[src/rtl/ibex_wb_pkg.sv]
// Shared types for the Ibex-to-Wishbone pipelined bridge.
package ibex_wb_pkg;

    // Widest data bus the response register can carry; narrower buses zero-extend.
    localparam int unsigned RspDataMaxW = 64;

    typedef enum logic [1:0] {
        IDLE   = 2'd0,
        ACTIVE = 2'd1,
        ABORT  = 2'd2
    } bridge_state_e;

    typedef struct packed {
        logic                   valid;
        logic                   err;
        logic [RspDataMaxW-1:0] data;
    } wb_rsp_t;

endpackage

[src/rtl/ibex_wb_timeout.sv]
// Idle-bus watchdog: counts enabled cycles since the last clear and flags
// the cycle in which the count reaches TimeoutCycles (0 disables it).
module ibex_wb_timeout #(
    parameter int unsigned TimeoutCycles = 256
) (
    input  logic clk_i,
    input  logic rst_i,
    input  logic en_i,
    input  logic clr_i,
    output logic expired_o
);

    if (TimeoutCycles == 0) begin : g_off
        logic unused_ctrl;
        assign unused_ctrl = clk_i ^ rst_i ^ en_i ^ clr_i;
        assign expired_o   = 1'b0;
    end else begin : g_on
        localparam int unsigned   TW    = $clog2(TimeoutCycles + 1);
        localparam logic [TW-1:0] Limit = TW'(TimeoutCycles);

        logic [TW-1:0] tmo_q, tmo_d;

        always_comb begin
            tmo_d = tmo_q;
            if (clr_i) begin
                tmo_d = '0;
            end else if (en_i && (tmo_q != Limit)) begin
                tmo_d = tmo_q + 1'b1;
            end
        end

        always_ff @(posedge clk_i or posedge rst_i) begin
            if (rst_i) tmo_q <= '0;
            else       tmo_q <= tmo_d;
        end

        // Fires on the cycle the count lands on the limit so the FSM can leave in step.
        assign expired_o = en_i && (tmo_d == Limit);
    end

endmodule

[src/rtl/ibex_wb_pipe_bridge.sv]
// Ibex req/gnt/rvalid port to Wishbone B4 pipelined master, with a bounded
// number of in-flight transfers and a timeout abort that fails lost transfers.
module ibex_wb_pipe_bridge
    import ibex_wb_pkg::*;
#(
    parameter int unsigned AW             = 32,
    parameter int unsigned DW             = 32,
    parameter int unsigned MaxOutstanding = 2,
    parameter int unsigned TimeoutCycles  = 256
) (
    input  logic            clk_i,
    input  logic            rst_i,
    input  logic            core_req_i,
    output logic            core_gnt_o,
    input  logic            core_we_i,
    input  logic [DW/8-1:0] core_be_i,
    input  logic [AW-1:0]   core_addr_i,
    input  logic [DW-1:0]   core_wdata_i,
    output logic            core_rvalid_o,
    output logic [DW-1:0]   core_rdata_o,
    output logic            core_err_o,
    output logic            wb_cyc_o,
    output logic            wb_stb_o,
    output logic            wb_we_o,
    output logic [AW-1:0]   wb_adr_o,
    output logic [DW/8-1:0] wb_sel_o,
    output logic [DW-1:0]   wb_dat_o,
    input  logic [DW-1:0]   wb_dat_i,
    input  logic            wb_ack_i,
    input  logic            wb_err_i,
    input  logic            wb_stall_i,
    output logic            spurious_o,
    output logic            timeout_o
);

    localparam int unsigned   CW     = $clog2(MaxOutstanding + 1);
    localparam logic [CW-1:0] MaxCnt = CW'(MaxOutstanding);

    bridge_state_e state_q, state_d;
    logic [CW-1:0] cnt_q, cnt_d;
    wb_rsp_t       rsp_q, rsp_d;
    logic          spurious_q, spurious_d;
    logic          timeout_q, timeout_d;
    logic          cnt_zero, bus_rsp, rsp_take, expired;
    logic          unused_rsp;

    assign cnt_zero = (cnt_q == '0);
    assign bus_rsp  = wb_ack_i | wb_err_i;
    // Bus responses only count against live transfers; ABORT owns the counter.
    assign rsp_take = bus_rsp && !cnt_zero && (state_q != ABORT);

    assign wb_stb_o   = core_req_i && (cnt_q != MaxCnt) && (state_q != ABORT);
    assign core_gnt_o = wb_stb_o && !wb_stall_i;
    assign wb_cyc_o   = (state_q != ABORT) && (wb_stb_o || !cnt_zero);
    assign wb_we_o    = core_we_i;
    assign wb_adr_o   = core_addr_i;
    assign wb_sel_o   = core_be_i;
    assign wb_dat_o   = core_wdata_i;

    ibex_wb_timeout #(
        .TimeoutCycles(TimeoutCycles)
    ) u_timeout (
        .clk_i    (clk_i),
        .rst_i    (rst_i),
        .en_i     (state_q == ACTIVE),
        .clr_i    (rsp_take || cnt_zero),
        .expired_o(expired)
    );

    always_comb begin
        state_d    = state_q;
        cnt_d      = cnt_q;
        rsp_d      = '0;
        spurious_d = spurious_q;
        timeout_d  = 1'b0;
        if (state_q == ABORT) begin
            // Drain: one error response per cycle for each lost transfer.
            if (!cnt_zero) begin
                cnt_d     = cnt_q - 1'b1;
                rsp_d.valid = 1'b1;
                rsp_d.err   = 1'b1;
            end
            if (cnt_d == '0) state_d = IDLE;
        end else begin
            if (bus_rsp && cnt_zero) spurious_d = 1'b1;
            if (rsp_take) begin
                rsp_d.valid = 1'b1;
                rsp_d.err   = wb_err_i;
                rsp_d.data  = wb_err_i ? '0 : RspDataMaxW'(wb_dat_i);
            end
            case ({core_gnt_o, rsp_take})
                2'b10:   cnt_d = cnt_q + 1'b1;
                2'b01:   cnt_d = cnt_q - 1'b1;
                default: cnt_d = cnt_q;
            endcase
            if (state_q == IDLE) begin
                if (core_gnt_o) state_d = ACTIVE;
            end else if (expired) begin
                state_d   = ABORT;
                timeout_d = 1'b1;
            end else if (cnt_d == '0) begin
                state_d = IDLE;
            end
        end
    end

    always_ff @(posedge clk_i or posedge rst_i) begin
        if (rst_i) begin
            state_q    <= IDLE;
            cnt_q      <= '0;
            rsp_q      <= '0;
            spurious_q <= 1'b0;
            timeout_q  <= 1'b0;
        end else begin
            state_q    <= state_d;
            cnt_q      <= cnt_d;
            rsp_q      <= rsp_d;
            spurious_q <= spurious_d;
            timeout_q  <= timeout_d;
        end
    end

    assign core_rvalid_o = rsp_q.valid;
    assign core_err_o    = rsp_q.err;
    assign core_rdata_o  = rsp_q.data[DW-1:0];
    assign spurious_o    = spurious_q;
    assign timeout_o     = timeout_q;
    assign unused_rsp    = ^rsp_q.data;

endmodule

[config.mk]
export PLATFORM = sky130hd
export DESIGN_NAME = ibex_wb_pipe_bridge
export DESIGN_NICKNAME = d
export VERILOG_FILES = /design/src/rtl/ibex_wb_pkg.sv /design/src/rtl/ibex_wb_timeout.sv /design/src/rtl/ibex_wb_pipe_bridge.sv
export SDC_FILE = /design/constraint.sdc
export NUM_CORES = 1
export LEC_CHECK = 0
export BUFFER_PORTS_ARGS = -buffer_cell sky130_fd_sc_hd__clkbuf_2
export CAP_MARGIN = 20
export CORE_UTILIZATION = 39
export CTS_CLUSTER_DIAMETER = 50
export CTS_CLUSTER_SIZE = 30
export DETAILED_ROUTE_END_ITERATION = 6
export PLACE_DENSITY = 0.8
export SYNTH_ARGS = -nofsm -noshare
export SYNTH_HDL_FRONTEND = slang
export SYNTH_HIERARCHICAL = 1
export SYNTH_SLANG_ARGS = --single-unit
[constraint.sdc]
create_clock -name clk_i -period 2.85 [get_ports clk_i]
set_input_delay 0 -clock clk_i [delete_from_list [all_inputs] [get_ports clk_i]]
set_output_delay 0 -clock clk_i [all_outputs]
set_load 0.03 [all_outputs]
# Word-level counts from Yosys, hierarchy flattened
# Cells that the tools add are included.
word_totals:
  regBits: 49
  in_bits: 107
  output_inout_bits: 108
  elab_cells: 64
classes:
  addsub: 3
  eq_ne: 10
  mux: 21
  bitwise: 2
  reduce_logical: 20
op_table:
  columns: ["operator", "count"]
  rows:
  - ["2-to-1 mux 66 bit", 1]
  - ["2-to-1 mux 32 bit", 2]
  - ["2-to-1 mux 2 bit", 12]
  - ["2-to-1 mux 9 bit", 2]
  - ["adder 9 x 1 -> 9 bit (second input constant)", 1]
  - ["equality test 9 bit (second input constant)", 1]
  - ["logical AND 1 bit", 9]
  - ["!= test 9 bit (second input constant)", 1]
  - ["logical NOT 2 bit", 4]
  - ["equality test 2 x 1 -> 1 bit (second input constant)", 2]
  - ["equality test 2 bit (second input constant)", 2]
  - ["!= test 2 bit (second input constant)", 2]
  - ["one-hot mux 2 bit (2 select lines)", 1]
  - ["nonzero test 4 bit", 1]
  - ["2-to-1 mux 1 bit", 3]
  - ["!= test 3 bit (second input constant)", 1]
  - ["AND reduction 3 bit", 1]
  - ["adder 2 x 1 -> 2 bit (second input constant)", 1]
  - ["logical NOT 1 bit", 2]
  - ["logical OR 1 bit", 2]
  - ["!= test 2 x 1 -> 1 bit (second input constant)", 1]
  - ["AND reduction 2 bit", 1]
  - ["subtractor 2 x 1 -> 2 bit (second input constant)", 1]
  - ["NOT 1 bit", 1]
  - ["OR 1 bit", 1]

# Logic depth before layout (Yosys ltp)
logic_depth:
  depth_word: 12
  mapped_depth: 9
  ltp_nobuf: 8

# Hierarchy
# The synthesis kept the hierarchy.
by_module_without_submodules:
  columns: ["module", "instances", "cells_each", "area_each_um2", "seq_area_each_um2"]
  rows:
  - ["ibex_wb_pipe_bridge", 1, 189, 2050.7, 1001.0]
  - ["ibex_wb_timeout", 1, 69, 591.8, 225.2]

# Least setup slack after synthesis
# Ideal clock, no wire load.
synth_path:
  kind: "register to register"
  from: "register cnt_q[0]"
  to: "register state_q[1]"
  setup_time_ns: 0.067
  t_arrival_ns: 2.142
  required_time_ns: 2.783
  setup_slack_ns: 0.641
  stages_incl_launch_ff: 9
  path_cell_list: "dfrtp_1 -> inv_1 -> ha_1 -> or3_1 -> inv_1 -> ha_1 -> mux2i_1 -> a311oi_1 -> a311o_1"
synth_via:
  word_cells_on_any_way: 29
synth_lines:
  columns: ["item", "line_no", "rtl"]
  rows:
  - ["start: declaration", "ibex_wb_pipe_bridge.sv:40", "logic [CW-1:0] cnt_q, cnt_d;"]
  - ["start signal: assignment", "ibex_wb_pipe_bridge.sv:116", "cnt_q <= cnt_d;"]
  - ["!= test 2 bit *", "ibex_wb_pipe_bridge.sv:52", "assign wb_stb_o = core_req_i && (cnt_q != MaxCnt) && (state_q != ABORT);"]
  - ["logical AND 1 bit * (2 in series)", "ibex_wb_pipe_bridge.sv:52", null]
  - ["logical AND 1 bit *", "ibex_wb_pipe_bridge.sv:53", "assign core_gnt_o = wb_stb_o && !wb_stall_i;"]
  - ["net core_gnt_o", "ibex_wb_pipe_bridge.sv:14", "output logic core_gnt_o,"]
  - ["equality test 2 x 1 -> 1 bit or equality test 2 bit (tied branches)", "ibex_wb_pipe_bridge.sv:91", "case ({core_gnt_o, rsp_take})"]
  - ["one-hot mux 2 bit (2 select lines)", "ibex_wb_pipe_bridge.sv:91", null]
  - ["2-to-1 mux 2 bit", "ibex_wb_pipe_bridge.sv:76", "if (state_q == ABORT) begin"]
  - ["logical NOT 2 bit", "ibex_wb_pipe_bridge.sv:101", "end else if (cnt_d == '0) begin"]
  - ["nonzero test 4 bit (no line)", null, null]
  - ["AND reduction 3 bit (no line) *", null, null]
  - ["end signal: assignment", "ibex_wb_pipe_bridge.sv:115", "state_q <= state_d;"]
  - ["end: declaration", "ibex_wb_pipe_bridge.sv:39", "bridge_state_e state_q, state_d;"]
# Mark *: on every way through the listed nets, which the timed path passes. The rest lies on a longest branch. The select of a mux whose other input is x is not followed.
# A chain may end at the register's enable or synchronous reset.

# Worst setup path after layout
layout_path:
  from: "register state_q[0]"
  to: "register state_q[0]"
layout_via:
  elab_chain_len: 9
  word_cells_on_any_way: 25
layout_rtl:
  columns: ["item", "line_no", "rtl"]
  rows:
  - ["equality test 2 x 1 -> 1 bit or != test 2 bit (tied branches)", "ibex_wb_pipe_bridge.sv:65, ibex_wb_pipe_bridge.sv:50", null]
  - ["logical AND 1 bit, on equally long branches", "ibex_wb_timeout.sv:27, ibex_wb_pipe_bridge.sv:50", null]
  - ["2-to-1 mux 9 bit or logical OR 1 bit (tied branches)", "ibex_wb_timeout.sv:27, ibex_wb_pipe_bridge.sv:66", null]
  - ["2-to-1 mux 9 bit *", "ibex_wb_timeout.sv:25", "if (clr_i) begin"]
  - ["net u_timeout.g_on.tmo_d[8]", "ibex_wb_timeout.sv:21", "logic [TW-1:0] tmo_q, tmo_d;"]
  - ["equality test 9 bit *", "ibex_wb_timeout.sv:38", "assign expired_o = en_i && (tmo_d == Limit);"]
  - ["logical AND 1 bit *", "ibex_wb_timeout.sv:38", null]
  - ["net expired", "ibex_wb_pipe_bridge.sv:44", "logic cnt_zero, bus_rsp, rsp_take, expired;"]
  - ["2-to-1 mux 2 bit", "ibex_wb_pipe_bridge.sv:98", "end else if (expired) begin"]
  - ["2-to-1 mux 2 bit", "ibex_wb_pipe_bridge.sv:96", "if (state_q == IDLE) begin"]
  - ["2-to-1 mux 2 bit", "ibex_wb_pipe_bridge.sv:76", null]
# Marked as above.

==> flow_summary_export.csv <==
group,metric,value,unit
clocking,cts_tree,"built",
drt,first_pass_iters,6,
finish,nNetsFinal,415,
floorplan,start_util,0.4091,
grt,antenna_found_initial,0,
grt,grt_use_total,0.1588,
drt,drc,12,
sta,worst_pin_slew,572.1,ps
drt,wl,5.279,mm
clocking,clkLatencyLatePin,290,ps
logic_synthesis,netlist-cell-type-count,40,
power_and_ir_drop,p_clk_frac,0.298,
floorplan,rows,29,
setup_path,rrSetupSlack,350,ps
setup_path,critPathKind,"reg2reg",
power_and_ir_drop,irDropWorstVdd,0.3458,mV
sta,fin_crit_sh,0.8786,
setup_path,arrival,2690,ps
grt,grt_pass1_vias,1924,
clocking,clock_sinks,49,
status,status,"finished, violations left",
power_and_ir_drop,p_switching,599.3,µW
power_and_ir_drop,seqPwrFrac,0.415,
status,failed_checks,"design-rule violations",
grt,grt_max_degree,41,
power_and_ir_drop,p_comb_frac,0.287,
setup_path,required,3040,ps
setup_path,reg2regPathDepth,8,
sta,final.setup_skew,8.164,ps
logic_synthesis,synthArstFlopShare,1.000,
finish,layout-drive-gt1-share,0.3179,
drt,ant_nets,0,
clocking,cts_buffers,5,
setup_path,crit_chain,"nor2b_1 > nand4_4 > or3_1 > a21oi_2 > nand4b_1 > nor4_2 > inv_1 > a31o_2",
power_and_ir_drop,power_density,627.9,mW/mm²
logic_synthesis,synth_flop_cell,"dfrtp_1",
sta,fmax,399.4,MHz
logic_synthesis,syn_nets,372,
clocking,cts_buffer_depth,2,
floorplan,design.portCount,215,
place,dpl.hpwl,3.721,mm
sta,max_slew_margin,0.6178,
floorplan,chipHeight,84.32,µm
place,place.port_buffers,76,
clocking,clk_pin_slew,90,ps
setup_path,slowest_delay,520,ps
logic_synthesis,syn_area,0.002643,mm²
job,max-cap-violations,0,
sta,finalCriticalPeriod,2504,ps
logic_synthesis,synth_top_area_frac,0.4640,
finish,fill_cells,582,
drt,initialDrtViolationCount,68,
hold_path,whs_path_depth,0,
sta,finalHoldViolCount,0,
logic_synthesis,synth_seq_cells,49,
logic_synthesis,yosys_warnings,6,
drt,vias,1778,
floorplan,die_area,0.007109,mm²
drt,vias_per_cell,4.691,
setup_path,worstReg2RegEnd,"state_q[0]$_DFFE_PP0P_",
floorplan,die_x,84.32,µm
logic_synthesis,avgSynthCellArea,10.24,µm²
setup_path,cp-start-kind,"flop",
hold_path,holdCritStartpoint,"core_wdata_i[29]",
power_and_ir_drop,switching_share,0.3128,
clocking,cts_max_level,2,
setup_path,worstPathMaxFanout,8,
finish,syn_to_final_growth,15.48,%
hold_path,hp-class,"in2out",
sta,rsz0062_at_grt,"no",
grt,grt_remaining_overflow,0,
hold_path,whs_endpoint,"wb_dat_o[29]",
finish,antenna-diode-count,0,
logic_synthesis,synth_edf_count,0,
sta,setup_viol,0,
power_and_ir_drop,leakagePower,0.001558,µW
sta,fin_ws,346.1,ps
grt,grt_pass1_wl,8.783,mm
logic_synthesis,ys_seq_area_frac,0.4640,
logic_synthesis,synth_cells,258,
logic_synthesis,ys_top_cells_by_area,"dfrtp_1 (46%), buf_4 (20%), and2_1 (7.8%), ha_1 (3.3%), nor2_1 (2.1%)",
setup_path,timing.rr.start,"state_q[0]$_DFFE_PP0P_",
sta,drv_slew,0,
drt,wl_per_cell,13.93,µm
floorplan,coreArea,0.006459,mm²
sta,setup_tns,0,ps
place,place.gp.congestion,0.7641,
place,pre_cts_ws,356.4,ps
setup_path,cp_slowest_cell,"nor2b_1",
clocking,cts-root-buf,"clkbuf_8",
power_and_ir_drop,p_int,1317,µW
finish,fin_util,0.4725,
logic_synthesis,synth_top_cell_by_area,"dfrtp_1",
setup_path,end_kind,"flop",
-- logic make-up (layout without fill, tap and decap cells) --
family                   count (synthesis)  after routing  share of synthesized area
XOR/XNOR                                 6              6                    0.01989
adder cells (fa/ha/maj)                  7              7                    0.03314
flip-flops                              49             49                     0.4640
AO/OA/AOI/OAI                           18             18                    0.04451
AND/OR/NAND/NOR                         87             87                     0.1989
multiplexers                             4              4                    0.01563
buffers and inverters                   87            131                     0.2240
-- sequential cells by signal, summed over array words and instances, names as in the netlist --
signal,cells
state_q,2
core_err_o,1
u_timeout/g_on.tmo_q,9
spurious_o,1
timeout_o,1
cnt_q,2
core_rvalid_o,1
core_rdata_o,32
-- power by group through the flow --
stage	Combinational, µW	Sequential, µW	Clock, µW
global placement	499	805	0
detailed placement	518	809	0
global route	606	805	610
floorplan	464	900	0
CTS	554	796	590
finish	550	795	571
-- per-layer routing --
layer,part of all wire,global-route usage,up-vias,wire [µm]
met5,0,0,-,0
met4,0.034,0.09091,0,182
met3,0.082,0.05408,21,432
met2,0.52,0.2832,95,2739
met1,0.36,0.1625,818,1924
li1,-,-,844,-
-- worst max-delay path by stage --
stage / startpoint / endpoint / slack [ps]
final: state_q[0]$_DFFE_PP0P_ / state_q[0]$_DFFE_PP0P_ / 350
after global routing: state_q[0]$_DFFE_PP0P_ / state_q[0]$_DFFE_PP0P_ / 100
after CTS: state_q[0]$_DFFE_PP0P_ / state_q[0]$_DFFE_PP0P_ / 340
after detailed placement: state_q[0]$_DFFE_PP0P_ / state_q[0]$_DFFE_PP0P_ / 360
after global placement: state_q[0]$_DFFE_PP0P_ / state_q[0]$_DFFE_PP0P_ / 470
after floorplan: cnt_q[0]$_DFF_PP0_ / state_q[1]$_DFFE_PP0P_ / 640
-- metrics by stage --
step / cells / cell area (µm²) / total power [µW] / hold WS [ps]
2_1_floorplan: 258 / 2643 / 1363 / -172.1
3_3_place_gp: 338 / 2587 / 1303 / -29.57
3_5_place_dp: 338 / 2587 / 1327 / -25.15
4_1_cts: 379 / 3052 / 1940 / 0.2048
5_1_grt: 379 / 3052 / 2021 / 0.04466
6_report: 379 / 3052 / 1916 / 0.009762
-- synthesized netlist by cell type (5+ instances only) --
cell type	instances
inv_1	12
clkbuf_2	5
ha_1	7
and2_1	33
nor2_1	15
buf_4	69
dfrtp_1	49
nand2_1	12
a21oi_1	6
-- cell usage in the layout (no fill, tap or decap), types with 2 or more instances in the layout --
master,netlist,routed
nor3_1,3,3
a21oi_1,6,6
ha_1,7,7
nor4_1,3,3
inv_1,12,12
dlygate4sd3_1,0,33
clkbuf_2,5,76
nand4_1,3,3
bufinv_16,0,2
and2_1,33,33
nor2_1,15,15
mux2i_1,3,3
o21ai_0,3,3
buf_4,69,2
dfrtp_1,49,49
xnor2_1,3,3
or3_1,2,2
nand2_1,12,12
nand2b_1,3,3
xor2_1,3,3
a31oi_1,2,2
clkbuf_8,0,5
nor3b_1,2,2
-- repair_timing --
| item | in CTS | in global routing |
|---|---|---|
| resized for setup | 0 | 0 |
| endpoints found under the hold margin | 81 | 0 |
| setup buffers | 0 | 0 |
| hold buffers | 33 | 0 |
-- worst max-delay path, delay by kind of cell (launching register included) --
family | cells | cell delay [ps]
AND/OR/NAND/NOR | 5 | 1460
flip-flops | 1 | 460
buffers and inverters | 1 | 80
AO/OA/AOI/OAI | 2 | 400
-- area by class of cell --
cell class / count / area [µm²] / area share
Clock buffer: 5 / 68.82 / 0.02255
Sequential cell: 49 / 1226 / 0.4018
Inverter: 12 / 45.04 / 0.01476
Timing Repair Buffer: 111 / 725.7 / 0.2378
Multi-Input combinational cell: 122 / 824.5 / 0.2702
Tap cell: 77 / 96.34 / 0.03157
Clock inverter: 3 / 65.06 / 0.02132
(Power assumes the default switching activity.)
